File: config.mk
export PLATFORM = sky130hd
export DESIGN_NAME = addsub_arbiter
export DESIGN_NICKNAME = d
export VERILOG_FILES = /design/src/rtl/addsub_arbiter.sv
export SDC_FILE = /design/constraint.sdc
export NUM_CORES = 1
export LEC_CHECK = 0
export BUFFER_PORTS_ARGS = -buffer_cell sky130_fd_sc_hd__buf_2
export CAP_MARGIN = 10
export CORE_AREA = 2 2 204 206
export DETAILED_ROUTE_END_ITERATION = 6
export DIE_AREA = 0 0 206 208
export MAX_ROUTING_LAYER = met4
export PLACE_DENSITY = 0.42
export SLEW_MARGIN = 40
export SYNTH_ARGS = -nofsm -noshare
export SYNTH_HDL_FRONTEND = slang
export SYNTH_SLANG_ARGS = --single-unit
File: constraint.sdc
create_clock -name clk -period 2.65 [get_ports clk]
set_clock_uncertainty 0.15 [all_clocks]
set_input_delay 0.53 -clock clk [delete_from_list [all_inputs] [get_ports clk]]
set_output_delay 0.53 -clock clk [all_outputs]
set_load 0.03 [all_outputs]
File: src/rtl/addsub_arbiter.sv
// Round-robin scheduler sharing one (W+1)-bit signed add/subtract unit between two requesters.
// Operands are sign-extended, held on the unit for LAT cycles, and the result is returned with owner ID and overflow.
//
// state | meaning
// IDLE  | waiting for a request; grant by round-robin pointer when both are valid
// BUSY  | operands held on the shared unit; counting down the unit latency
// DONE  | result held on rsp_*; waiting for the consumer handshake
module addsub_arbiter #(
    parameter int W   = 64,
    parameter int LAT = 1
) (
    input  logic         clk,
    input  logic         rst_n,
    input  logic         req0_valid,
    output logic         req0_ready,
    input  logic         req0_sub,
    input  logic [W-1:0] req0_x,
    input  logic [W-1:0] req0_y,
    input  logic         req1_valid,
    output logic         req1_ready,
    input  logic         req1_sub,
    input  logic [W-1:0] req1_x,
    input  logic [W-1:0] req1_y,
    output logic [W:0]   au_x,
    output logic [W:0]   au_y,
    output logic         au_sub,
    input  logic [W:0]   au_z,
    output logic         rsp_valid,
    input  logic         rsp_ready,
    output logic         rsp_id,
    output logic [W:0]   rsp_z,
    output logic         rsp_ovf
);

    localparam int CW = 4;

    typedef enum logic [1:0] {IDLE, BUSY, DONE} state_t;

    state_t        state;
    state_t        state_nxt;
    logic          ptr;
    logic [CW-1:0] cnt;
    logic          grant;
    logic          any_valid;
    logic          accept;

    always_comb begin
        grant = 1'b0;
        if (req0_valid && req1_valid) begin
            grant = ptr;
        end else if (req1_valid) begin
            grant = 1'b1;
        end
    end

    assign any_valid  = req0_valid | req1_valid;
    assign accept     = (state == IDLE) & any_valid;
    assign req0_ready = accept & ~grant;
    assign req1_ready = accept & grant;
    assign rsp_valid  = (state == DONE);

    always_ff @(posedge clk or negedge rst_n) begin
        if (!rst_n) begin
            state <= IDLE;
        end else begin
            state <= state_nxt;
        end
    end

    always_comb begin
        state_nxt = state;
        case (state)
            IDLE: if (any_valid) state_nxt = BUSY;
            BUSY: if (cnt == '0) state_nxt = DONE;
            DONE: if (rsp_ready) state_nxt = IDLE;
            default: state_nxt = IDLE;
        endcase
    end

    always_ff @(posedge clk or negedge rst_n) begin
        if (!rst_n) begin
            ptr     <= 1'b0;
            cnt     <= '0;
            au_x    <= '0;
            au_y    <= '0;
            au_sub  <= 1'b0;
            rsp_id  <= 1'b0;
            rsp_z   <= '0;
            rsp_ovf <= 1'b0;
        end else begin
            if (accept) begin
                if (grant) begin
                    au_x   <= {req1_x[W-1], req1_x};
                    au_y   <= {req1_y[W-1], req1_y};
                    au_sub <= req1_sub;
                end else begin
                    au_x   <= {req0_x[W-1], req0_x};
                    au_y   <= {req0_y[W-1], req0_y};
                    au_sub <= req0_sub;
                end
                rsp_id <= grant;
                cnt    <= CW'(LAT - 1);
                ptr    <= ~grant;
            end else if (state == BUSY) begin
                if (cnt == '0) begin
                    rsp_z   <= au_z;
                    // top two bits disagree when the result needs the extra bit
                    rsp_ovf <= au_z[W] ^ au_z[W-1];
                end else begin
                    cnt <= cnt - 1'b1;
                end
            end
        end
    end

endmodule

* Yosys cells after proc, flatten, opt, wreduce, memory -nomap -nowiden *
Index checks and enable logic that the tools add are counted.

word-level totals
  bits in registers = 205
  latch bits = 0
  output and inout port bits = 201
  logic and storage cells = 42
  memories kept = 0
  bits in writable memories = 0
  memory bits (read-only) = 0

cells by class
  $add $sub $neg = 1
  bitwise logic cells = 7
  reduce and logical (&&, ||, !) cells = 7
  div/mod/pow operators = 0
  shift-type cells = 0
  equality and inequality tests = 6
  mux-type cells = 12
  $lt $le $gt $ge = 0
  multiply operators = 0

operators by type and width
  cell                                                    count
  2-to-1 mux 65 bit                                       2
  2-to-1 mux 4 bit                                        3
  2-to-1 mux 2 bit                                        3
  inequality test 2 bit (second input constant)           3
  one-hot mux 2 bit (3 select lines)                      1
  AND reduction 3 bit                                     2
  zero test 4 bit                                         1
  subtractor 4 x 1 -> 4 bit (second input constant)       1
  bitwise AND 1 bit                                       3
  2-to-1 mux 1 bit                                        3
  equality test 2 x 1 -> 1 bit (second input constant)    1
  equality test 2 bit (second input constant)             1
  zero test 2 bit                                         1
  inequality test 2 x 1 -> 1 bit (second input constant)  1
  inverter 1 bit                                          2
  AND reduction 2 bit                                     1
  nonzero test 2 bit                                      1
  logical AND 1 bit                                       1
  bitwise OR 1 bit                                        1
  XOR 1 bit                                               1

* Depth between registers and ports, before layout *
Gate-level depths: netlist of run 1.

  word-level depth = 4
  mapped depth = 7
  gate-level depth less buffers = 5

* Worst setup path after synthesis of run 1 *
OpenSTA, ideal clock, no wires.

  path kind = register to output
  from = register state[1]
  to = output req0_ready
  required time = 1,970 ps
  setup slack = 837 ps
  cell stages (with the launch flop) = 5
  data arrival time = 1,133 ps
  path through = dfrtp_1 > nor2_2 > and3_4 > buf_6 > buf_2

between the ends
  longest elaborated chain between the ends = 3

RTL lines
  element                 line  text
  from (decl)             39    state_t state;
  from (signal assigned)  66    state <= state_nxt;
  zero test 2 bit         57    assign accept = (state == IDLE) & any_valid;
  bitwise AND 1 bit       57
  bitwise AND 1 bit       58    assign req0_ready = accept & ~grant;
  to (decl)               15    output logic req0_ready,

No other way between the ends.

* Final worst setup path of run 1 *
  from = register state[1]
  to = output req1_ready

between the ends
  longest elaborated chain between the ends = 3

RTL lines
  element            line  text
  zero test 2 bit    57
  bitwise AND 1 bit  57
  bitwise AND 1 bit  59    assign req1_ready = accept & grant;
  to (decl)          20    output logic req1_ready,

No other way between the ends.

==> Implementation_results.wiki, run 1 <==
{| class="wikitable"
! Metric !! Value
|-
| Max-cap check violation count || 0
|-
| Routability congestion estimate || 0.798
|-
| Total iterations of the first detailed-routing run || 4
|-
| Sw frac || 0.443
|-
| Clock latency on the worst-skew pair || 0.55 ns
|-
| Clock share of power || 0.189
|-
| Final period utilization || 0.947
|-
| Number of standard cells after synthesis || 631
|-
| Max Freq || 399 MHz
|-
| CTS Buf Count || 26
|-
| Startpoint types || flop
|-
| Share of the synthesized area in compound gates (AO/OA/AOI/OAI) || 0.265
|-
| Endpoint arrival time on the critical path || 1.83 ns
|-
| Power dissipated by switching net loads || 8.07 mW
|-
| Number of input and output port buffers inserted || 528
|-
| Seq cells post-synth || 203
|-
| CP max-delay cell || sky130_fd_sc_hd__dfrtp_1
|-
| Xor/xnor cell area share of the yosys netlist || 0.00100
|-
| Number of buffer and inverter instances along the worst setup path || 1
|-
| Part of the total power dissipated in sequential elements || 0.297
|-
| Slew Limit Fails || 0
|-
| Final-layout fill cell count || 4235
|-
| Post-DP HPWL || 24.3 mm
|-
| Async SR Flop Fraction || 1.00
|-
| Post-Syn Nets || 961
|-
| Worst Slack Setup Final || 0.141 ns
|-
| Share of the yosys chip area belonging to registers || 0.582
|-
| Final net count || 1475
|-
| Count of cell types in the netlist || 30
|-
| Combinational share of power || 0.514
|-
| Power density cells || 1420 nW/um2
|-
| Number of buffers between clock root and the deepest sink || 3
|-
| Die area || 42800 um2
|-
| Synthesis warning total || 0
|-
| Floorplan die width || 206 um
|-
| Worst EP required || 1.97 ns
|-
| CTS root buffer || sky130_fd_sc_hd__clkbuf_16
|-
| Main combinational cell family by area after synthesis || compound AO/OA/AOI/OAI gates
|-
| Setup WS pre-CTS || 0.406 ns
|-
| Cell types occupying the most area after synthesis || sky130_fd_sc_hd__dfrtp_1, sky130_fd_sc_hd__a221o_1, sky130_fd_sc_hd__a21boi_0
|-
| DR vias || 7726
|-
| Status || completed
|-
| Via count of the first global-routing pass || 8012
|-
| Pin count of the biggest net entering global routing || 106
|-
| TritonCTS clock tree || yes
|-
| Largest area contributor in the synthesized netlist || sky130_fd_sc_hd__dfrtp_1
|-
| Count of flip-flops with a built-in enable after synthesis || 0
|-
| Count of routing violations after the opening detailed-route iteration || 383
|-
| Flip-flop cell with the highest count after synthesis || sky130_fd_sc_hd__dfrtp_1
|-
| Total negative slack || 0 ns
|-
| Type of destination of the critical path || output port
|-
| Final Routed Wirelength || 33.7 mm
|-
| Overall routing resource usage || 0.153
|-
| Post-synthesis share of cell area spent on full adders, half adders and majority gates || 0.00287
|-
| Placement Cell Area || 11900 um2
|-
| Core Util, Final || 0.316
|-
| Wire length of the first global-routing pass || 49.6 mm
|-
| Final-report setup violation count || 0
|-
| Worst Path Class, Setup || reg -> out
|-
| Endpoints failing hold || 0
|-
| Netlist area before placement || 8730 um2
|-
| Minimum setup slack among reg-to-reg paths || 0.41 ns
|-
| Chip Height || 208 um
|-
| Cell internal power dissipation || 10.2 mW
|-
| Drc violations || 0
|-
| Maximum level of the CTS H-tree || 1
|-
| Proportion of layout cells with a drive suffix above 1 || 0.573
|-
| Setup repair after global routing missed its margin || false
|-
| Hold WC Path Type || in -> reg
|-
| Simple-gate area share of the yosys netlist || 0.0149
|-
| Number of antenna-violating nets in the routed design || 0
|-
| Core Rows || 74
|-
| Number of sinks handled by clock tree synthesis || 203
|-
| Cell leakage power || 6.31 nW
|-
| Highest net fanout along the worst path || 11
|-
| Average routed wire per standard cell || 19.8 um
|-
| Post-DR vias/cell || 4.55
|-
| Slowest Stage Delay on Critical Path || 0.43 ns
|-
| Worst slew margin relative to its limit || 0.553
|-
| Cell family with the largest share of critical-path delay || simple AND/OR/NAND/NOR gates
|-
| Total gr overflow || 0
|-
| Worst vdd rail ir drop || 583 uV
|-
| Area of the core || 40600 um2
|-
| Final-layout worst hold slack || 0.0600 ns
|-
| Relative area change from synthesis to final layout || 46.8%
|-
| Ordered cell list for the critical path || nor2_4 -> and3_4 -> buf_2
|-
| I/O pin count || 529
|-
| Final critical-path required period || 2.51 ns
|-
| Effective utilization at floorplan || 0.215
|-
| Final Cell Area || 12800 um2
|-
| Share of the synthesized area in the top cell type || 0.582
|-
| Initial antenna violation count || 4
|-
| Average cell area after synthesis || 13.8 um2
|-
| Clock slew at the register clock pins of the worst setup and hold paths || 0.06 ns
|-
| Transition time of the tightest slew-check pin || 0.670 ns
|-
| Multiplexer share of the synthesized area || 0.0864
|}
==> worst reg2reg max path: cells and delay by family (launching register included) <==
family | cells | cell delay, ns
buffers and inverters | 2 | 0.44
adder cells (fa/ha/maj) | 1 | 0.20
AND/OR/NAND/NOR | 2 | 0.66
multiplexers | 1 | 0.30
flip-flops | 1 | 0.37
==> routing by layer <==
| layer | GRT usage | part of all wire |
|---|---|---|
| met1 | 0.191 | 0.42 |
| met2 | 0.254 | 0.49 |
| met3 | 0.0307 | 0.073 |
| met4 | 0.0369 | 0.018 |
| met5 | - | 0 |
==> cells in the mapped netlist (2+ instances only) <==
| cell | n |
|---|---|
| sky130_fd_sc_hd__a21boi_0 | 129 |
| sky130_fd_sc_hd__nor2b_1 | 2 |
| sky130_fd_sc_hd__a31o_2 | 2 |
| sky130_fd_sc_hd__nand2b_1 | 4 |
| sky130_fd_sc_hd__mux2_2 | 67 |
| sky130_fd_sc_hd__buf_6 | 14 |
| sky130_fd_sc_hd__a221o_1 | 129 |
| sky130_fd_sc_hd__clkbuf_1 | 25 |
| sky130_fd_sc_hd__inv_1 | 4 |
| sky130_fd_sc_hd__ha_1 | 2 |
| sky130_fd_sc_hd__buf_4 | 3 |
| sky130_fd_sc_hd__a21o_1 | 2 |
| sky130_fd_sc_hd__buf_2 | 25 |
| sky130_fd_sc_hd__dfrtp_1 | 203 |
| sky130_fd_sc_hd__o21ai_0 | 2 |
| sky130_fd_sc_hd__nand2_1 | 4 |
==> cells in the final DEF, fill, tap and decap left out <==
cell	synthesis	final
sky130_fd_sc_hd__a31o_2	2	2
sky130_fd_sc_hd__o21ai_0	2	2
sky130_fd_sc_hd__ha_1	2	2
sky130_fd_sc_hd__nor2_4	0	1
sky130_fd_sc_hd__dlygate4sd3_1	0	1
sky130_fd_sc_hd__a21o_1	2	2
sky130_fd_sc_hd__clkbuf_16	0	26
sky130_fd_sc_hd__clkbuf_8	0	3
sky130_fd_sc_hd__or4b_1	1	1
sky130_fd_sc_hd__a21oi_1	1	1
sky130_fd_sc_hd__nor4_1	1	1
sky130_fd_sc_hd__inv_1	4	4
sky130_fd_sc_hd__bufinv_16	0	2
sky130_fd_sc_hd__a21boi_0	129	129
sky130_fd_sc_hd__or4_1	1	1
sky130_fd_sc_hd__nand2_1	4	3
sky130_fd_sc_hd__buf_4	3	14
sky130_fd_sc_hd__mux2_2	67	67
sky130_fd_sc_hd__dfrtp_1	203	203
sky130_fd_sc_hd__buf_12	0	11
sky130_fd_sc_hd__nand2b_1	4	4
sky130_fd_sc_hd__clkinv_8	0	1
sky130_fd_sc_hd__clkbuf_1	25	7
sky130_fd_sc_hd__buf_2	25	527
sky130_fd_sc_hd__nand2_2	0	1
sky130_fd_sc_hd__a21boi_1	1	1
sky130_fd_sc_hd__diode_2	0	4
sky130_fd_sc_hd__nor3_1	1	1
sky130_fd_sc_hd__clkinv_2	0	7
sky130_fd_sc_hd__a221o_1	129	129
sky130_fd_sc_hd__or2_0	1	1
sky130_fd_sc_hd__and3_4	1	2
sky130_fd_sc_hd__nor3b_2	1	1
sky130_fd_sc_hd__xor2_1	1	1
sky130_fd_sc_hd__nor2b_1	2	2
sky130_fd_sc_hd__or2_4	0	1
==> layout make-up <==
cell class	count	area, um2	share of cell area
clock buffer	35	704	0.0549
inverter	4	15.0	0.00117
timing repair buffer	554	2990	0.233
multi-input combinational	356	3250	0.253
clock inverter	10	111	0.00869
sequential	203	5080	0.396
antenna	4	10.0	0.000781
tap	532	666	0.0519
==> cells by family after synthesis <==
logic type      count (synthesis)
simple gates                   20
xor+xnor                        1
fa+ha+maj                       2
flops                         203
buf+inv                        72
compound gates                266
mux                            67
==> final timing paths <==
kind,from,to,cells after the start
worst max-delay path,state[1]$_DFFE_PN0P_,req1_ready,3
worst min-delay path,au_z[0],rsp_z[0]$_DFFE_PN0P_,2
worst max register to register,cnt[0]$_DFFE_PN0P_,rsp_z[39]$_DFFE_PN0P_,6
worst min register to register,rsp_id$_DFFE_PN0P_,rsp_id$_DFFE_PN0P_,1
max in group asynchronous,rst_n,au_y[58]$_DFFE_PN0P_,3
min in group asynchronous,rst_n,au_x[29]$_DFFE_PN0P_,2
==> registers in the layout, indices dropped and copies added, names as in the netlist <==
signal / count
au_sub: 1
ptr: 1
cnt: 4
rsp_z: 65
state: 2
au_y: 64
rsp_id: 1
au_x: 64
rsp_ovf: 1
==> metrics by stage <==
stage          cells  power [mW]
2_1_floorplan    631        11.8
3_3_place_gp    1643        14.8
3_5_place_dp    1643        14.8
4_1_cts         1689        18.4
5_1_grt         1698        19.2
6_report        1698        18.2
==> power groups by stage <==
| stage | Combinational (mW) | Clock [mW] | Sequential, mW |
|---|---|---|---|
| 2_1_floorplan | 3.49 | 0 | 8.33 |
| 3_5_place_dp | 9.40 | 0 | 5.44 |
| 3_3_place_gp | 9.34 | 0 | 5.46 |
| 5_1_grt | 9.96 | 3.68 | 5.61 |
| 4_1_cts | 9.42 | 3.56 | 5.43 |
| 6_report | 9.36 | 3.44 | 5.42 |
==> timing repair <==
action,CTS,global route
setup endpoints to repair,1,1
hold buffers,1,0
hold endpoints to repair,32,0
resized for setup,0,0
setup buffers,0,5
pin swaps,1,1
No activity file was read; power rests on OpenSTA's default activity.
==> run 2: changes to the inputs <==
--- a/config.mk
+++ b/config.mk
@@ -12,6 +12,7 @@
 export DIE_AREA = 0 0 206 208
 export MAX_ROUTING_LAYER = met4
 export PLACE_DENSITY = 0.42
+export RECOVER_POWER = 100
 export SLEW_MARGIN = 40
 export SYNTH_ARGS = -nofsm -noshare
 export SYNTH_HDL_FRONTEND = slang
==> Implementation_results.wiki, run 2 (synthesis gave the netlist of run 1 again) <==
{| class="wikitable"
! Metric !! Value
|-
| Number of input and output port buffers inserted || 528
|-
| Final net count || 1475
|-
| Hold WC Path Type || in -> reg
|-
| Cell leakage power || 5.66 nW
|-
| Average routed wire per standard cell || 19.9 um
|-
| Final period utilization || 0.947
|-
| Max Freq || 398 MHz
|-
| Part of the total power dissipated in sequential elements || 0.308
|-
| Total gr overflow || 0
|-
| Number of antenna-violating nets in the routed design || 0
|-
| Final Routed Wirelength || 33.7 mm
|-
| Count of routing violations after the opening detailed-route iteration || 421
|-
| Minimum setup slack among reg-to-reg paths || 0.24 ns
|-
| Proportion of layout cells with a drive suffix above 1 || 0.401
|-
| Clock share of power || 0.194
|-
| TritonCTS clock tree || yes
|-
| DR vias || 7727
|-
| Count of cells along the worst register-to-register path || 6
|-
| Clock slew at the register clock pins of the worst setup and hold paths || 0.06 ns
|-
| Core Util, Final || 0.308
|-
| Largest register by flop count || rsp_z
|-
| Leading cell types in the layout, fill and taps excluded || sky130_fd_sc_hd__buf_2, sky130_fd_sc_hd__clkbuf_1, sky130_fd_sc_hd__dfrtp_1
|-
| Clock latency on the worst-skew pair || 0.55 ns
|-
| Highest net fanout along the worst path || 11
|-
| Final-layout fill cell count || 4331
|-
| Post-DP HPWL || 24.3 mm
|-
| Max reg flops || 65
|-
| Final critical-path required period || 2.51 ns
|-
| Worst EP required || 1.97 ns
|-
| Effective utilization at floorplan || 0.215
|-
| Die area || 42800 um2
|-
| Core Rows || 74
|-
| Endpoint arrival time on the critical path || 1.83 ns
|-
| Type of destination of the critical path || output port
|-
| Sw frac || 0.456
|-
| Power density cells || 1420 nW/um2
|-
| CTS Buf Count || 26
|-
| Capturing element of the worst setup path || req1_ready
|-
| Status || completed
|-
| Endpoints failing hold || 0
|-
| RR Startpoint || cnt[0]$_DFFE_PN0P_
|-
| Post-DR vias/cell || 4.55
|-
| Worst slew margin relative to its limit || 0.258
|-
| Relative area change from synthesis to final layout || 43.0%
|-
| Slew Limit Fails || 0
|-
| Pin count of the biggest net entering global routing || 106
|-
| Worst Path Class, Setup || reg -> out
|-
| Wire length of the first global-routing pass || 49.6 mm
|-
| Start point of the critical path || state[1]$_DFFE_PN0P_
|-
| Area taken by multi-input logic gates || 3250 um2
|-
| Cell internal power dissipation || 9.64 mW
|-
| Transition time of the tightest slew-check pin || 1.11 ns
|-
| Power dissipated by switching net loads || 8.10 mW
|-
| Floorplan die width || 206 um
|-
| Maximum level of the CTS H-tree || 1
|-
| Sequential cell area || 5080 um2
|-
| Initial antenna violation count || 4
|-
| Routability congestion estimate || 0.798
|-
| CTS root buffer || sky130_fd_sc_hd__clkbuf_16
|-
| Via count of the first global-routing pass || 8012
|-
| Drc violations || 0
|-
| Worst vdd rail ir drop || 553 uV
|-
| Combinational share of power || 0.498
|-
| Overall routing resource usage || 0.153
|-
| Max-cap check violation count || 0
|-
| Chip Height || 208 um
|-
| Total iterations of the first detailed-routing run || 4
|-
| Final-report setup violation count || 0
|-
| I/O pin count || 529
|-
| Setup repair after global routing missed its margin || false
|-
| Number of sinks handled by clock tree synthesis || 203
|-
| Area of the core || 40600 um2
|-
| Top Registers || rsp_z x65, au_x x64, au_y x64
|-
| Startpoint types || flop
|-
| Commonest non-fill, non-tap cell in the layout || sky130_fd_sc_hd__buf_2
|-
| Reg-to-reg endpoint || rsp_z[39]$_DFFE_PN0P_
|-
| Number of buffers between clock root and the deepest sink || 3
|-
| Total negative slack || 0 ns
|}
-- run 2: cell count changes in the layout (fill, tap and decap cells not counted), sizes merged --
cell    before  now
buf        552  342
clkbuf      36  246
-- run 2: worst min path at each step --
stage | from | end | slack, ns | cells after the start
after global routing | req1_y[1] | au_y[1]$_DFFE_PN0P_ | 0.03 | 2
final | req1_x[26] | au_x[26]$_DFFE_PN0P_ | 0.06 | 2
after CTS | req1_x[26] | au_x[26]$_DFFE_PN0P_ | 0.02 | 2
after global placement | rsp_id$_DFFE_PN0P_ | rsp_id$_DFFE_PN0P_ | 0.31 | 1
after detailed placement | rsp_id$_DFFE_PN0P_ | rsp_id$_DFFE_PN0P_ | 0.32 | 1
after floorplan | rst_n | au_sub$_DFFE_PN0P_ | 0.08 | 0
-- run 2: timing repair --
action	CTS	global route
endpoints found under the setup margin	1	1
pin swaps	1	1
setup buffers	0	5
hold endpoints to repair	32	0
hold buffers	1	0
gates resized for setup	0	0
-- run 2: routing by layer --
metal	GRT usage	routed length (um)	up-vias
met3	0.0307	2540	39
met4	0.0369	565	0
li1	-	-	3495
met2	0.254	16500	351
met1	0.191	14100	3842
met5	-	0	-
-- run 2: stage by stage --
stage	total power, mW	setup slack, ns	hold WS [ns]	area (um2)	instances
floorplan	11.8	0.837	0.0844	8730	631
CTS	18.4	0.00792	0.0223	12800	1689
global placement	14.8	0.479	0.310	11900	1643
global route	18.8	0.0655	0.0326	12500	1698
finish	17.7	0.140	0.0585	12500	1698
detailed placement	14.8	0.406	0.325	11900	1643
-- run 2: layout make-up --
class / instances / area share
Sequential cell: 203 / 0.407
Multi-Input combinational cell: 356 / 0.260
Timing Repair Buffer: 554 / 0.212
Clock buffer: 35 / 0.0564
Tap cell: 532 / 0.0533
Clock inverter: 10 / 0.00892
Inverter: 4 / 0.00120
Antenna cell: 4 / 0.000802
-- run 2: power groups by stage --
stage / sequential (mW) / clock [mW] / combinational (mW)
final: 5.47 / 3.44 / 8.83
after global routing: 5.66 / 3.68 / 9.43
after CTS: 5.43 / 3.56 / 9.42
after detailed placement: 5.44 / 0 / 9.40
after global placement: 5.46 / 0 / 9.34
after floorplan: 8.33 / 0 / 3.49
-- run 2: critical path, cell delays in order, from the launching register on --
cell                       delay [ns]
sky130_fd_sc_hd__dfrtp_1         0.43
sky130_fd_sc_hd__nor2_4          0.30
sky130_fd_sc_hd__and3_4          0.30
sky130_fd_sc_hd__clkbuf_2        0.25
